==> src/rtl/instr_fetch.sv <==
// Instruction fetch: owns the PC, issues word reads to imem, buffers returns in an in-order prefetch FIFO for decode.
// Latency: a request accepted in cycle N whose response arrives in N+1 is presented to decode in N+2.
// Backpressure: requests are credit-limited (outstanding + buffered <= FIFO_DEPTH), so a stalled decode stops fetching.
module instr_fetch #(
    parameter int                    ADDR_WIDTH = 32,
    parameter logic [ADDR_WIDTH-1:0] RESET_PC   = '0,
    parameter int                    FIFO_DEPTH = 4
) (
    input  logic                  clk,
    input  logic                  reset,
    output logic                  imem_req_valid,
    input  logic                  imem_req_ready,
    output logic [ADDR_WIDTH-1:0] imem_req_addr,
    input  logic                  imem_rsp_valid,
    input  logic [31:0]           imem_rsp_data,
    output logic                  instr_valid,
    input  logic                  instr_ready,
    output logic [31:0]           instruction,
    output logic [ADDR_WIDTH-1:0] instr_pc,
    input  logic                  redirect_valid,
    input  logic [ADDR_WIDTH-1:0] redirect_pc
);
    localparam int PW = $clog2(FIFO_DEPTH);
    localparam int CW = PW + 1;
    localparam logic [ADDR_WIDTH-1:0] PC_STEP     = ADDR_WIDTH'(4);
    localparam logic [CW:0]           DEPTH_LIMIT = (CW+1)'(FIFO_DEPTH);
    localparam logic [CW-1:0]         ONE         = CW'(1);

    typedef enum logic {RUN = 1'b0, FLUSH = 1'b1} state_t;

    typedef struct packed {
        logic [ADDR_WIDTH-1:0] pc;
        logic [31:0]           data;
    } fetch_entry_t;

    state_t                state_q, state_d;
    logic [ADDR_WIDTH-1:0] pc_q, pc_d;
    // PC of the next response to be buffered. Fetches are sequential and
    // return in order, so this running counter stands in for a tag queue.
    logic [ADDR_WIDTH-1:0] rsp_pc_q, rsp_pc_d;
    logic [CW-1:0]         outstanding_q, outstanding_d;
    logic [CW-1:0]         drop_cnt_q, drop_cnt_d;
    logic [CW-1:0]         wr_ptr_q, wr_ptr_d;
    logic [CW-1:0]         rd_ptr_q, rd_ptr_d;
    fetch_entry_t          fifo_mem [FIFO_DEPTH];

    fetch_entry_t          head;
    logic [CW-1:0]         fifo_count;
    logic [CW-1:0]         pending;
    logic [CW:0]           credit_used;
    logic                  fifo_empty;
    logic                  req_xfer;
    logic                  consume;
    logic                  rsp_hit;
    logic                  push;
    logic [ADDR_WIDTH-1:0] redirect_target;
    logic                  unused_redirect_lsbs;

    // Occupancy, credit check and the handshake qualifiers.
    always_comb begin
        fifo_count      = wr_ptr_q - rd_ptr_q;
        fifo_empty      = (fifo_count == '0);
        credit_used     = {1'b0, outstanding_q} + {1'b0, fifo_count};
        // Reset gates the request so it is low for the whole reset window.
        imem_req_valid  = !reset && (state_q == RUN) && !redirect_valid
                          && (credit_used < DEPTH_LIMIT);
        imem_req_addr   = pc_q;
        req_xfer        = imem_req_valid && imem_req_ready;
        head            = fifo_mem[rd_ptr_q[PW-1:0]];
        instr_valid     = !fifo_empty;
        instruction     = fifo_empty ? 32'h0 : head.data;
        instr_pc        = fifo_empty ? '0 : head.pc;
        consume         = instr_valid && instr_ready;
        // Only one of outstanding/drop_cnt is ever non-zero (RUN vs FLUSH).
        pending         = outstanding_q + drop_cnt_q;
        // A response with nothing pending is stray and is ignored entirely.
        rsp_hit         = imem_rsp_valid && (pending != '0);
        push            = rsp_hit && (state_q == RUN) && !redirect_valid;
        redirect_target = {redirect_pc[ADDR_WIDTH-1:2], 2'b00};
        unused_redirect_lsbs = ^redirect_pc[1:0];
    end

    // Next-state: redirect overrides everything, otherwise fetch (RUN) or drain stale responses (FLUSH).
    always_comb begin
        state_d       = state_q;
        pc_d          = pc_q;
        rsp_pc_d      = rsp_pc_q;
        outstanding_d = outstanding_q;
        drop_cnt_d    = drop_cnt_q;
        wr_ptr_d      = wr_ptr_q;
        rd_ptr_d      = rd_ptr_q;
        if (redirect_valid) begin
            pc_d          = redirect_target;
            rsp_pc_d      = redirect_target;
            outstanding_d = '0;
            // A response landing in the redirect cycle is already accounted for.
            drop_cnt_d    = pending - CW'(rsp_hit);
            wr_ptr_d      = '0;
            rd_ptr_d      = '0;
            state_d       = (drop_cnt_d != '0) ? FLUSH : RUN;
        end else begin
            case (state_q)
                RUN: begin
                    if (req_xfer) begin
                        pc_d = pc_q + PC_STEP;
                    end
                    outstanding_d = outstanding_q + CW'(req_xfer) - CW'(push);
                    if (push) begin
                        wr_ptr_d = wr_ptr_q + ONE;
                        rsp_pc_d = rsp_pc_q + PC_STEP;
                    end
                    if (consume) begin
                        rd_ptr_d = rd_ptr_q + ONE;
                    end
                end
                FLUSH: begin
                    if (rsp_hit) begin
                        drop_cnt_d = drop_cnt_q - ONE;
                        if (drop_cnt_q == ONE) begin
                            state_d = RUN;
                        end
                    end
                end
                default: state_d = RUN;
            endcase
        end
    end

    // Control state; asynchronous reset returns to an empty RUN state at RESET_PC.
    always_ff @(posedge clk or posedge reset) begin
        if (reset) begin
            state_q       <= RUN;
            pc_q          <= RESET_PC;
            rsp_pc_q      <= RESET_PC;
            outstanding_q <= '0;
            drop_cnt_q    <= '0;
            wr_ptr_q      <= '0;
            rd_ptr_q      <= '0;
        end else begin
            state_q       <= state_d;
            pc_q          <= pc_d;
            rsp_pc_q      <= rsp_pc_d;
            outstanding_q <= outstanding_d;
            drop_cnt_q    <= drop_cnt_d;
            wr_ptr_q      <= wr_ptr_d;
            rd_ptr_q      <= rd_ptr_d;
        end
    end

    // Prefetch storage; entries are only observed while valid, so no reset.
    always_ff @(posedge clk) begin
        if (push) begin
            fifo_mem[wr_ptr_q[PW-1:0]] <= '{pc: rsp_pc_q, data: imem_rsp_data};
        end
    end
endmodule

==> config.mk <==
export PLATFORM = sky130hd
export DESIGN_NAME = instr_fetch
export DESIGN_NICKNAME = d
export VERILOG_FILES = /design/src/rtl/instr_fetch.sv
export SDC_FILE = /design/constraint.sdc
export NUM_CORES = 1
export LEC_CHECK = 0
export ABC_AREA = 1
export CAP_MARGIN = 20
export CORE_MARGIN = 1
export CORE_UTILIZATION = 40
export DETAILED_ROUTE_END_ITERATION = 16
export PLACE_DENSITY = 0.66
export SETUP_SLACK_MARGIN = 0.02
export SYNTH_ARGS = -nofsm -noshare
export SYNTH_HDL_FRONTEND = slang
export SYNTH_SLANG_ARGS = --single-unit
==> constraint.sdc <==
create_clock -name clk -period 4.9 [get_ports clk]
set_clock_uncertainty 0.2 [all_clocks]
set_input_delay 0.98 -clock clk [delete_from_list [all_inputs] [get_ports clk]]
set_output_delay 0.98 -clock clk [all_outputs]
set_load 0.03 [all_outputs]
Word-level counts from Yosys, hierarchy flattened

Memories as Yosys holds them, arrays and structs flattened.
Index checks and enable logic that the tools add are counted.

Add/sub/neg operators: 11
Multipliers: 0
Div/mod/pow operators: 0
Order comparisons: 1
Equal/unequal tests: 2
Shift operators: 0
Mux-type cells: 26
Bitwise operators: 1
Reductions and logical operators: 23

Operators with widths:

| cell                                               | number |
|---|---|
| two-way mux 32 bit                                 | 8 |
| adder 32 x 3 -> 32 bit, second input constant      | 2 |
| two-way mux 3 bit                                  | 11 |
| nonzero test 2 bit                                 | 5 |
| logical AND 1 bit                                  | 8 |
| AND reduction 2 bit                                | 4 |
| two-way mux 1 bit                                  | 7 |
| adder 3 x 1 -> 3 bit, second input constant        | 2 |
| nonzero test 3 bit                                 | 2 |
| subtractor 3 x 1 -> 3 bit                          | 2 |
| adder 3 x 3 -> 4 bit                               | 1 |
| < comparator 4 x 3 -> 1 bit, second input constant | 1 |
| adder 3 x 1 -> 3 bit                               | 1 |
| adder 3 bit                                        | 1 |
| == test 3 x 1 -> 1 bit, second input constant      | 1 |
| logical NOT 1 bit                                  | 3 |
| logical NOT 3 bit                                  | 1 |
| subtractor 3 x 1 -> 3 bit, second input constant   | 1 |
| subtractor 3 bit                                   | 1 |
| inequality test 2 bit, second input constant       | 1 |
| inverter 1 bit                                     | 1 |

Bits in registers: 77
Latch bits: 0
RAM bits: 256
Bits in read-only memories: 0
Input port bits: 70
Output and inout bits: 98
Word-level logic and storage cells: 72
Memories kept: 1

Memory list:

| name     | words | width | rd ports | clocked after memory_dff | write ports | line | RTL |
|---|---|---|---|---|---|---|---|
| fifo_mem | 4     | 64    | 1        | 0                        | 1           | 45   | `fetch_entry_t fifo_mem [FIFO_DEPTH];` |

Logic depth before layout (Yosys ltp)

Gate-level depths: netlist (run 1).

Depth in word-level cells: 9
Mapped depth: 20
Depth with buffers taken out: 19

Least setup slack after synthesis (run 1)

Ideal clock, no wire load.

Path kind: register to register
From: reg outstanding_q[0]
To: mem fifo_mem[0][0] (netlist bit), enable pin
Setup time: 0.482 ns
Data arrival time: 4.145 ns
Data required time: 4.218 ns
Setup slack: 0.072 ns
Stages on the path, launching flop included: 11
Path buffers: 0
Clock period less this slack: 4.828 ns
Path through: dfrtp_1 > ha_1 > inv_1 > fa_1 > inv_1 > nor2_1 > nand3_2 > nand2_4 > inv_1 > nand2_1 > nor2_1

Cells in the longest elaborated chain, start to end: 7

Ends and longest elaborated chain:

| item                                    | line | RTL |
|---|---|---|
| from (decl)                             | 41   | `logic [CW-1:0] outstanding_q, outstanding_d;` |
| from (signal assigned)                  | 143  | `outstanding_q <= outstanding_d;` |
| adder 3 bit                             | 75   | `pending = outstanding_q + drop_cnt_q;` |
| nonzero test 3 bit                      | 77   | `rsp_hit = imem_rsp_valid && (pending != '0);` |
| logical AND 1 bit                       | 77   |  |
| logical AND 1 bit (2 in series)         | 78   | `push = rsp_hit && (state_q == RUN) && !redirect_valid;` |
| two-way mux 1 bit                       | 152  | `if (push) begin` |
| two-way mux 1 bit (not written as such) | 153  | `fifo_mem[wr_ptr_q[PW-1:0]] <= '{pc: rsp_pc_q, data: imem_rsp_data};` |
| to (decl)                               | 45   |  |

No other way between the ends.

Worst setup path in the final report (run 1)

From: reg rd_ptr_q[0]
To: out instr_pc[23]

Cells in the longest elaborated chain, start to end: 3
Elaborated cells between the ends (all ways): 4
Classes of those cells: add/sub: 1; mux: 1; reduce/logical: 1; memory: 1

Ends and longest elaborated chain:

| item                   | line | RTL |
|---|---|---|
| from (decl)            | 44   | `logic [CW-1:0] rd_ptr_q, rd_ptr_d;` |
| from (signal assigned) | 146  | `rd_ptr_q <= rd_ptr_d;` |
| subtractor 3 bit       | 61   | `fifo_count = wr_ptr_q - rd_ptr_q;` |
| logical NOT 3 bit      | 62   | `fifo_empty = (fifo_count == '0);` |
| two-way mux 32 bit (*) | 72   | `instr_pc = fifo_empty ? '0 : head.pc;` |
| to (decl)              | 19   | `output logic [ADDR_WIDTH-1:0] instr_pc,` |

Mark *: on every way between the ends. The rest lies on a longest branch, timed or not.

==> results of run 1 <==
[cells by family (layout without fill, tap and decap cells)]
family	Yosys count	in the layout	share of synthesized area (%)
buffers and inverters	232	406	6.467
adder cells (fa/ha/maj)	20	20	1.807
AO/OA/AOI/OAI	262	262	9.643
AND/OR/NAND/NOR	686	686	19.15
other	1	4	0.02485
flip-flops	321	321	61.45
XOR/XNOR	25	25	1.451
[sequential cells by signal, indices dropped and copies added (netlist names)]
name	count
wr_ptr_q	3
rd_ptr_q	3
outstanding_q	3
state_q	1
imem_req_addr	30
fifo_mem	248
rsp_pc_q	30
drop_cnt_q	3
[worst paths after layout]
path | cells past startpoint | slack (ps) | startpoint | end
worst min register to register | 2 | 370 | imem_req_addr[3]$_DFFE_PP0P_ | imem_req_addr[3]$_DFFE_PP0P_
worst max register to register | 18 | 830 | rd_ptr_q[0]$_DFFE_PP0P_ | outstanding_q[2]$_DFFE_PP0P_
worst max-delay path | 9 | 330 | rd_ptr_q[0]$_DFFE_PP0P_ | instr_pc[23]
worst min-delay path | 2 | 370 | imem_req_addr[3]$_DFFE_PP0P_ | imem_req_addr[3]$_DFFE_PP0P_
max in group asynchronous | 3 | 3000 | reset | rsp_pc_q[25]$_DFFE_PP0P_
min in group asynchronous | 2 | 660 | reset | rd_ptr_q[2]$_DFFE_PP0P_
[power by group]
group	total, W	internal (W)	switching, W
registers	0.00360	0.00326	0.000344
logic	0.00263	0.000896	0.00173
clock network	0.00263	0.00154	0.00109
[metal layers]
metal / GRT usage [%] / vias to the layer above
met3: 3.112 / 55
li1: - / 5489
met2: 31.30 / 399
met1: 27.88 / 5419
met5: 0 / -
met4: 6.134 / 2
[through the flow]
step	hold WS (ps)	total power (W)	area, µm²
after floorplan	317.2	0.005291	15100
after global placement	329.9	0.006245	17080
after detailed placement	343.9	0.006297	17080
after CTS	362.6	0.008923	18220
after global routing	414.8	0.009343	18220
final	368.5	0.008863	18220
[final cells by class]
type | instances | area [µm²] | share of cell area [%]
sequential | 321 | 9278 | 50.91
multi-input combinational | 997 | 4887 | 26.82
timing repair buffer | 178 | 1669 | 9.160
clock buffer | 47 | 952.2 | 5.225
tap | 504 | 630.6 | 3.461
inverter | 164 | 616.8 | 3.385
clock inverter | 17 | 188.9 | 1.037
[placed cells by master (no fill, tap or decap), types with 36 or more instances in the layout]
cell             netlist  routed
nand2_1              351     351
nor2_1               212     208
clkdlybuf4s50_1        0     108
buf_4                  8      65
dfrtp_1               73      72
inv_1                159     158
edfxtp_1             248     248
o22ai_1               64      64
clkbuf_16              0      36
nand3_1               69      68
o21ai_0              151     151
[cells in the mapped netlist (all sizes together), types with 2 or more instances]
master / instances / area [µm²]
nand2: 361 / 1405
edfxtp: 248 / 7447
nor2: 224 / 915.9
inv: 163 / 611.8
o21ai: 159 / 799.5
dfrtp: 73 / 1827
nand3: 72 / 375.4
o22ai: 64 / 400.4
buf: 36 / 240.2
clkbuf: 32 / 120.1
a21oi: 17 / 85.08
ha: 17 / 212.7
xor2: 17 / 148.9
nand4: 10 / 62.56
o211ai: 10 / 75.07
nor3: 9 / 61.31
xnor2: 8 / 70.07
nand3b: 5 / 37.54
fa: 3 / 60.06
o21bai: 3 / 26.27
or2: 3 / 18.77
a21boi: 2 / 15.01
a31oi: 2 / 12.51
o221ai: 2 / 17.52
[worst max-delay path, cell delays in order, from the launching register on]
cell	delay (ps)
dfrtp_4	630
ha_1	210
inv_1	50
fa_1	420
xnor2_1	220
nand2_1	130
nand3_2	360
nand2_1	110
inv_1	70
clkdlybuf4s50_1	660
==> impl_metrics.ini, run 1 <==
[outcome]
status = completed

[critical_path]
critical_path.max_fanout = 31
worstSetupPathType = register to primary output
cp-start-kind = register
worstPathRequired_ps = 3720
endpoint_kind = primary output
cp.arrival_ps = 3390

[logic_synthesis]
ys_ff_latch = 321
synth_cells = 1547
ys_seq_area_share_pct = 61.45
synth_ff_type = edfxtp_1
ys_types = 45
syn_area_um2 = 15090
ys_warn_count = 0
synth_edf_count = 248
async_flop_share_pct = 22.74
avgSynthCellArea_um2 = 9.755

[detailed_routing]
remaining_drc_errors = 0
dr.pass1.iters = 7
m1WireLength_mm = 17.14
vias = 11364
met2_length_mm = 16.71
wl_per_cell_um = 16.68
vias_per_cell = 5.101
highest_layer = met5
wl_mm = 37.16
drt_iter0_drc = 765
routed-wl-met3_mm = 2.482
drtAntennaViolNets = 0

[cts]
clockBufferDepth = 3
ctsResizeCount = 0
cts_buffers = 36
clockRootBuffer = clkbuf_16
clk_pin_slew_ps = 60
h-tree-depth = 2
numClockSinks = 321
cts-hold-fix-buffers = 0
tritoncts = done
post_cts_buffers = 0
worstSkewPairLatency_ps = 530

[floorplan]
die_h_um = 196.2
die-width_um = 196.2
pin_count = 168
coreArea_um2 = 36870
die_area_um2 = 38510
initial_core_util_pct = 40.93
rows = 70

[sta]
relSlewSlack_pct = 47.56
fin_crit_ps = 4574
rsz0062_at_grt = false
tns_ps = 0
finalSetupViolations = 0
period_share_pct = 93.36
setup_slack_ps = 325.5
max_freq_mhz = 218.6
hold_violations = 0
maxSlewViolCount = 0
worstMarginPinSlew_ps = 785.4

[global_routing]
grt_first_pass_wirelength_mm = 59.98
overflow = 0
grtUsageTotal_pct = 19.77
antenna_found_initial = 1
grt_pass1_vias = 11226
grt_start_max_net_pins = 83

[place]
port_buffers = 161
dpl.hpwl_mm = 23.33
dp.cells = 2164
place_congestion = 0.8894
place_ws_ps = 890.9

[worst_hold_path]
hold_class = register to register

[cells_and_area]
diodes = 0
syn_to_final_growth_pct = 20.75
finalNonFillerCells = 2228
fillerInstances = 3317
drive_above_1_share_pct = 9.513
finalNetCount = 1788
fin_util_pct = 49.42

[power]
powerDensity_nw_per_um2 = 486.4
p_leak_nw = 7.463
peakVddDrop_v = 0.0002182

[run]
drv_cap = 0
Power figures use the tool's default switching activity.
==> run 2, diff against run 1 <==
--- a/config.mk
+++ b/config.mk
@@ -7,7 +7,7 @@
 export LEC_CHECK = 0
 export ABC_AREA = 1
 export CAP_MARGIN = 20
-export CORE_MARGIN = 1
+export CORE_MARGIN = 1.5
 export CORE_UTILIZATION = 40
 export DETAILED_ROUTE_END_ITERATION = 16
 export PLACE_DENSITY = 0.66
==> impl_metrics.ini, run 2 (synthesis gave the netlist of run 1 again) <==
[detailed_routing]
drt_iter0_drc = 629
remaining_drc_errors = 0
vias_per_cell = 5.062
wl_mm = 36.72
dr.pass1.iters = 5
drtAntennaViolNets = 0
wl_per_cell_um = 16.50
vias = 11263

[power]
peakVddDrop_v = 0.0002479
switchingPower_w = 0.003120
pwr-share-comb_pct = 30.5
p_leak_nw = 7.392
p_clk_share_pct = 29.6
seq_power_share_pct = 39.8
power_w = 0.008986
switching_share_pct = 34.72
intPower_w = 0.005866
powerDensity_nw_per_um2 = 488.5

[critical_path]
worstPathRequired_ps = 3720
endpoint_kind = primary output
cp_slowest_cell = clkdlybuf4s50_1
ff2ff_setup_slack_ps = 920
cp_slowest_stage_delay_ps = 660
critical_path.cell_chain = buf_4 > buf_4 > o21ai_0 > o22ai_1 > nand2_1 > inv_1 > clkdlybuf4s50_1
crit_buf_inv = 4
worstSetupPathType = register to primary output
cp-start-kind = register
critPathMostFrequentCell = buf_4
cp.arrival_ps = 3390
path_delay_family = buffers and inverters
critical_path.max_fanout = 69

[cts]
tritoncts = done
numClockSinks = 321
post_cts_buffers = 0
clk_pin_slew_ps = 60
ctsResizeCount = 0
clockRootBuffer = clkbuf_16
worstSkewPairLatency_ps = 520
cts-hold-fix-buffers = 0
cts_buffers = 35
clockBufferDepth = 3
h-tree-depth = 2

[floorplan]
die_area_um2 = 38900
initial_core_util_pct = 40.93
die_h_um = 197.2
die-width_um = 197.2
coreArea_um2 = 36870
pin_count = 168
rows = 70

[cells_and_area]
largest_register_ffs = 248
design_area_um2 = 18400
final_common_cell = nand2_1
final_cell_mix = nand2_1 (351), edfxtp_1 (248), nor2_1 (208), inv_1 (158), clkdlybuf4s50_1 (155)
syn_to_final_growth_pct = 21.90
drive_above_1_share_pct = 6.856
finalNetCount = 1786
finalNonFillerCells = 2225
diodes = 0
fillerInstances = 3322

[global_routing]
grt_first_pass_wirelength_mm = 58.39
grt_pass1_vias = 10895
grtUsageTotal_pct = 19.08
overflow = 0
grt_start_max_net_pins = 70
antenna_found_initial = 0

[sta]
hold_violations = 0
worstMarginPinSlew_ps = 786.1
rsz0062_at_grt = false
maxSlewViolCount = 0
relSlewSlack_pct = 47.52
fin_crit_ps = 4569
finalSetupViolations = 0
tns_ps = 0
max_freq_mhz = 218.9
holdWs_ps = 354.4
period_share_pct = 93.24

[place]
dpl.hpwl_mm = 22.75
postPlaceCellArea_um2 = 17210
place_congestion = 0.8912
dp.cells = 2162
port_buffers = 161

[worst_hold_path]
hold_class = register to register

[outcome]
status = completed

[run]
drv_cap = 0
==> run 2: layout make-up <==
| class | instances | area (µm²) | share of cell area [%] |
|---|---|---|---|
| Sequential cell | 321 | 9278 | 50.44 |
| Multi-Input combinational cell | 997 | 4887 | 26.57 |
| Timing Repair Buffer | 177 | 1817 | 9.876 |
| Clock buffer | 41 | 918.4 | 4.993 |
| Tap cell | 504 | 630.6 | 3.428 |
| Inverter | 164 | 616.8 | 3.353 |
| Clock inverter | 21 | 247.7 | 1.347 |
==> run 2: per-layer routing <==
layer	vias up	global-route usage (%)	share of wire, %
li1	5492	-	-
met1	5333	26.56	45
met2	388	31.26	46
met3	50	2.971	7.5
met4	0	4.750	1.7
met5	-	0	0
==> run 2: worst min-delay path: cells and delay by family (launching register included) <==
family / cells / cell delay, ps
flops: 1 / 400
simple gates: 2 / 130
==> run 2: power by group through the flow <==
| stage | clock network [W] | registers, W | logic [W] |
|---|---|---|---|
| finish | 0.00266 | 0.00358 | 0.00274 |
| global placement | 0 | 0.00362 | 0.00272 |
| global route | 0.00282 | 0.00362 | 0.00301 |
| CTS | 0.00271 | 0.00358 | 0.00277 |
| detailed placement | 0 | 0.00363 | 0.00276 |
| floorplan | 0 | 0.00359 | 0.00170 |
==> run 2: path summary, 6_finish.rpt <==
kind                                                    from                       endpoint  cells after the start
worst max register to register       wr_ptr_q[0]$_DFFE_PP0P_   outstanding_q[2]$_DFFE_PP0P_                     19
worst max-delay path                 rd_ptr_q[0]$_DFFE_PP0P_                instruction[31]                      7
max in group asynchronous                              reset  imem_req_addr[31]$_DFFE_PP0P_                      4
min in group asynchronous                              reset      drop_cnt_q[2]$_DFFE_PP0P_                      2
worst min-delay path            imem_req_addr[3]$_DFFE_PP0P_   imem_req_addr[3]$_DFFE_PP0P_                      2
worst min register to register  imem_req_addr[3]$_DFFE_PP0P_   imem_req_addr[3]$_DFFE_PP0P_                      2
==> run 2: per-stage QoR <==
step / util [%] / worst slack, ps
6_report: 49.89 / 331.2
2_1_floorplan: - / 72.45
3_5_place_dp: 46.67 / 889.7
3_3_place_gp: 46.67 / 926.3
5_1_grt: 49.89 / 134.0
4_1_cts: 49.83 / 333.1
==> variant (settings of run 1) <==
Set the parameter `FIFO_DEPTH` to 2 (it was 4).
--- a/src/rtl/instr_fetch.sv
+++ b/src/rtl/instr_fetch.sv
@@ -6,3 +6,3 @@
     parameter logic [ADDR_WIDTH-1:0] RESET_PC   = '0,
-    parameter int                    FIFO_DEPTH = 4
+    parameter int                    FIFO_DEPTH = 2
 ) (
Behaviour: not the same (a bounded check fails within 4 cycles, from zero or initial values and one cycle with reset high).
==> variant against run 1 <==
- core utilization increased by 2.1 points
- area after synthesis decreased by 37%
- total power decreased by 33%
- wire length decreased by 36%
- fmax increased by 7.4%
- clock power decreased by 46%
- first-iteration DRC count decreased by 24%
- sequential cell count decreased by 128
- critical path depth increased by 1
- register-to-register slack improved by 830 ps
- die area decreased by 36%
- design area decreased by 34%
- setup slack improved by 320 ps
==> variant: results (changes against run 1) <==
<table>
<tr><th>Metric</th><th>Value</th></tr>
<tr><th colspan="2">Place</th></tr>
<tr><td>Dpl hpwl</td><td>16300 um (-30%)</td></tr>
<tr><th colspan="2">Setup path</th></tr>
<tr><td>Data arrival time of the critical path</td><td>3080 ps (-310 ps)</td></tr>
<tr><td>Peak fanout along the critical path</td><td>33 (+6.5%)</td></tr>
<tr><td>Flop2flop setup slack</td><td>1660 ps (+830 ps)</td></tr>
<tr><td>Largest incremental delay on the critical path</td><td>600 ps (-60 ps)</td></tr>
<tr><td>Endpoint of the most critical register-to-register path</td><td>imem_req_addr[11]$_DFFE_PP0P_</td></tr>
<tr><th colspan="2">Drt</th></tr>
<tr><td>Via count</td><td>7707 (-32%)</td></tr>
<tr><td>Drt initial violations</td><td>583 (-24%)</td></tr>
<tr><td>WL final</td><td>23800 um (-36%)</td></tr>
<tr><td>Drt first pass iters</td><td>4 (-3)</td></tr>
<tr><th colspan="2">Clocking</th></tr>
<tr><td>Insertion delay to the later sink of the worst-skew pair</td><td>430 ps (-100 ps)</td></tr>
<tr><td>H-Tree Level Count</td><td>4 (+2)</td></tr>
<tr><td>Largest buffer count on any clock path</td><td>2 (-1)</td></tr>
<tr><th colspan="2">Status</th></tr>
<tr><td>Result of the run</td><td>finished, final reports clean</td></tr>
<tr><th colspan="2">Power</th></tr>
<tr><td>Pleak</td><td>4.75 nW (-36%)</td></tr>
<tr><td>VDD IR-drop max</td><td>0.000203 V (-7.1%)</td></tr>
<tr><th colspan="2">Yosys</th></tr>
<tr><td>Sequential fraction of the synthesis area</td><td>0.572 (-0.0430)</td></tr>
<tr><td>Top cells by area, synth</td><td>sky130_fd_sc_hd__edfxtp_1 (39%), sky130_fd_sc_hd__dfrtp_1 (18%), sky130_fd_sc_hd__nand2_1 (16%)</td></tr>
<tr><td>Number of synthesized flops with an enable pin</td><td>124 (-50%)</td></tr>
<tr><td>Number of unique standard cell types used by synthesis</td><td>38 (-16%)</td></tr>
<tr><th colspan="2">GRT</th></tr>
<tr><td>GR Layer Usage met3</td><td>0.0429 (+0.0118)</td></tr>
<tr><td>Number of global-route vias before repair</td><td>7292 (-35%)</td></tr>
<tr><td>Met2 capacity usage during global routing</td><td>0.321 (+0.00797)</td></tr>
<tr><th colspan="2">Cells and area</th></tr>
<tr><td>Total of fill cells in the finished design</td><td>2225 (-33%)</td></tr>
<tr><td>Number of flip-flops under the largest register name</td><td>124 (-50%)</td></tr>
<tr><th colspan="2">Min path</th></tr>
<tr><td>Worst hold path endpoint</td><td>fifo_mem[0][63]$_DFFE_PP_</td></tr>
<tr><td>Hold path cells</td><td>0 (-2)</td></tr>
<tr><th colspan="2">STA</th></tr>
<tr><td>Worst rel slew slack</td><td>0.372 (-0.104)</td></tr>
</table>
-- variant: changes by cell type after synthesis, moves of 54 or more --
cell                       before  now
sky130_fd_sc_hd__o22ai_1       64    0
sky130_fd_sc_hd__inv_1        159   74
sky130_fd_sc_hd__nand2_1      351  405
sky130_fd_sc_hd__nor2_1       212   68
sky130_fd_sc_hd__o21ai_0      151   28
sky130_fd_sc_hd__a21oi_1       17   75
sky130_fd_sc_hd__edfxtp_1     248  124
-- variant: kinds of logic (layout without fill, tap and decap cells) --
family	Yosys count	in the layout	share of synthesized area
AO/OA/AOI/OAI	126	126	0.0692
AND/OR/NAND/NOR	598	598	0.268
XOR/XNOR	26	26	0.0239
adder cells (fa/ha/maj)	9	9	0.0126
buffers and inverters	120	284	0.0547
flip-flops	193	193	0.572
other	1	4	0.000393
-- variant: metal layers --
layer | wire length, um | up-vias
met5 | 0 | -
met4 | 278 | 0
met3 | 1810 | 22
met2 | 10900 | 287
met1 | 10900 | 3584
li1 | - | 3814
-- variant: layout make-up --
class	count	area share
clock buffer	18	0.0356
sequential	193	0.453
clock inverter	14	0.0147
timing repair buffer	171	0.141
tap	319	0.0331
inverter	81	0.0254
multi-input combinational	763	0.298
-- variant: where the power goes --
part / switching, mW / internal, mW / leakage (nW)
Clock: 0.653 / 0.771 / 0.281
Sequential: 0.249 / 2.01 / 1.97
Combinational: 1.45 / 0.821 / 2.50
Total: 2.35 / 3.60 / 4.75
-- variant: metrics by stage --
step,area (sq um),hold slack (ps),utilization,std cells,setup WS (ps)
5_1_grt,12000,384,0.515,1559,357
4_1_cts,12000,363,0.515,1559,570
6_report,12000,353,0.515,1559,641
3_3_place_gp,11400,322,0.489,1527,1060
3_5_place_dp,11400,338,0.489,1527,1050
2_1_floorplan,9550,285,-,1076,461
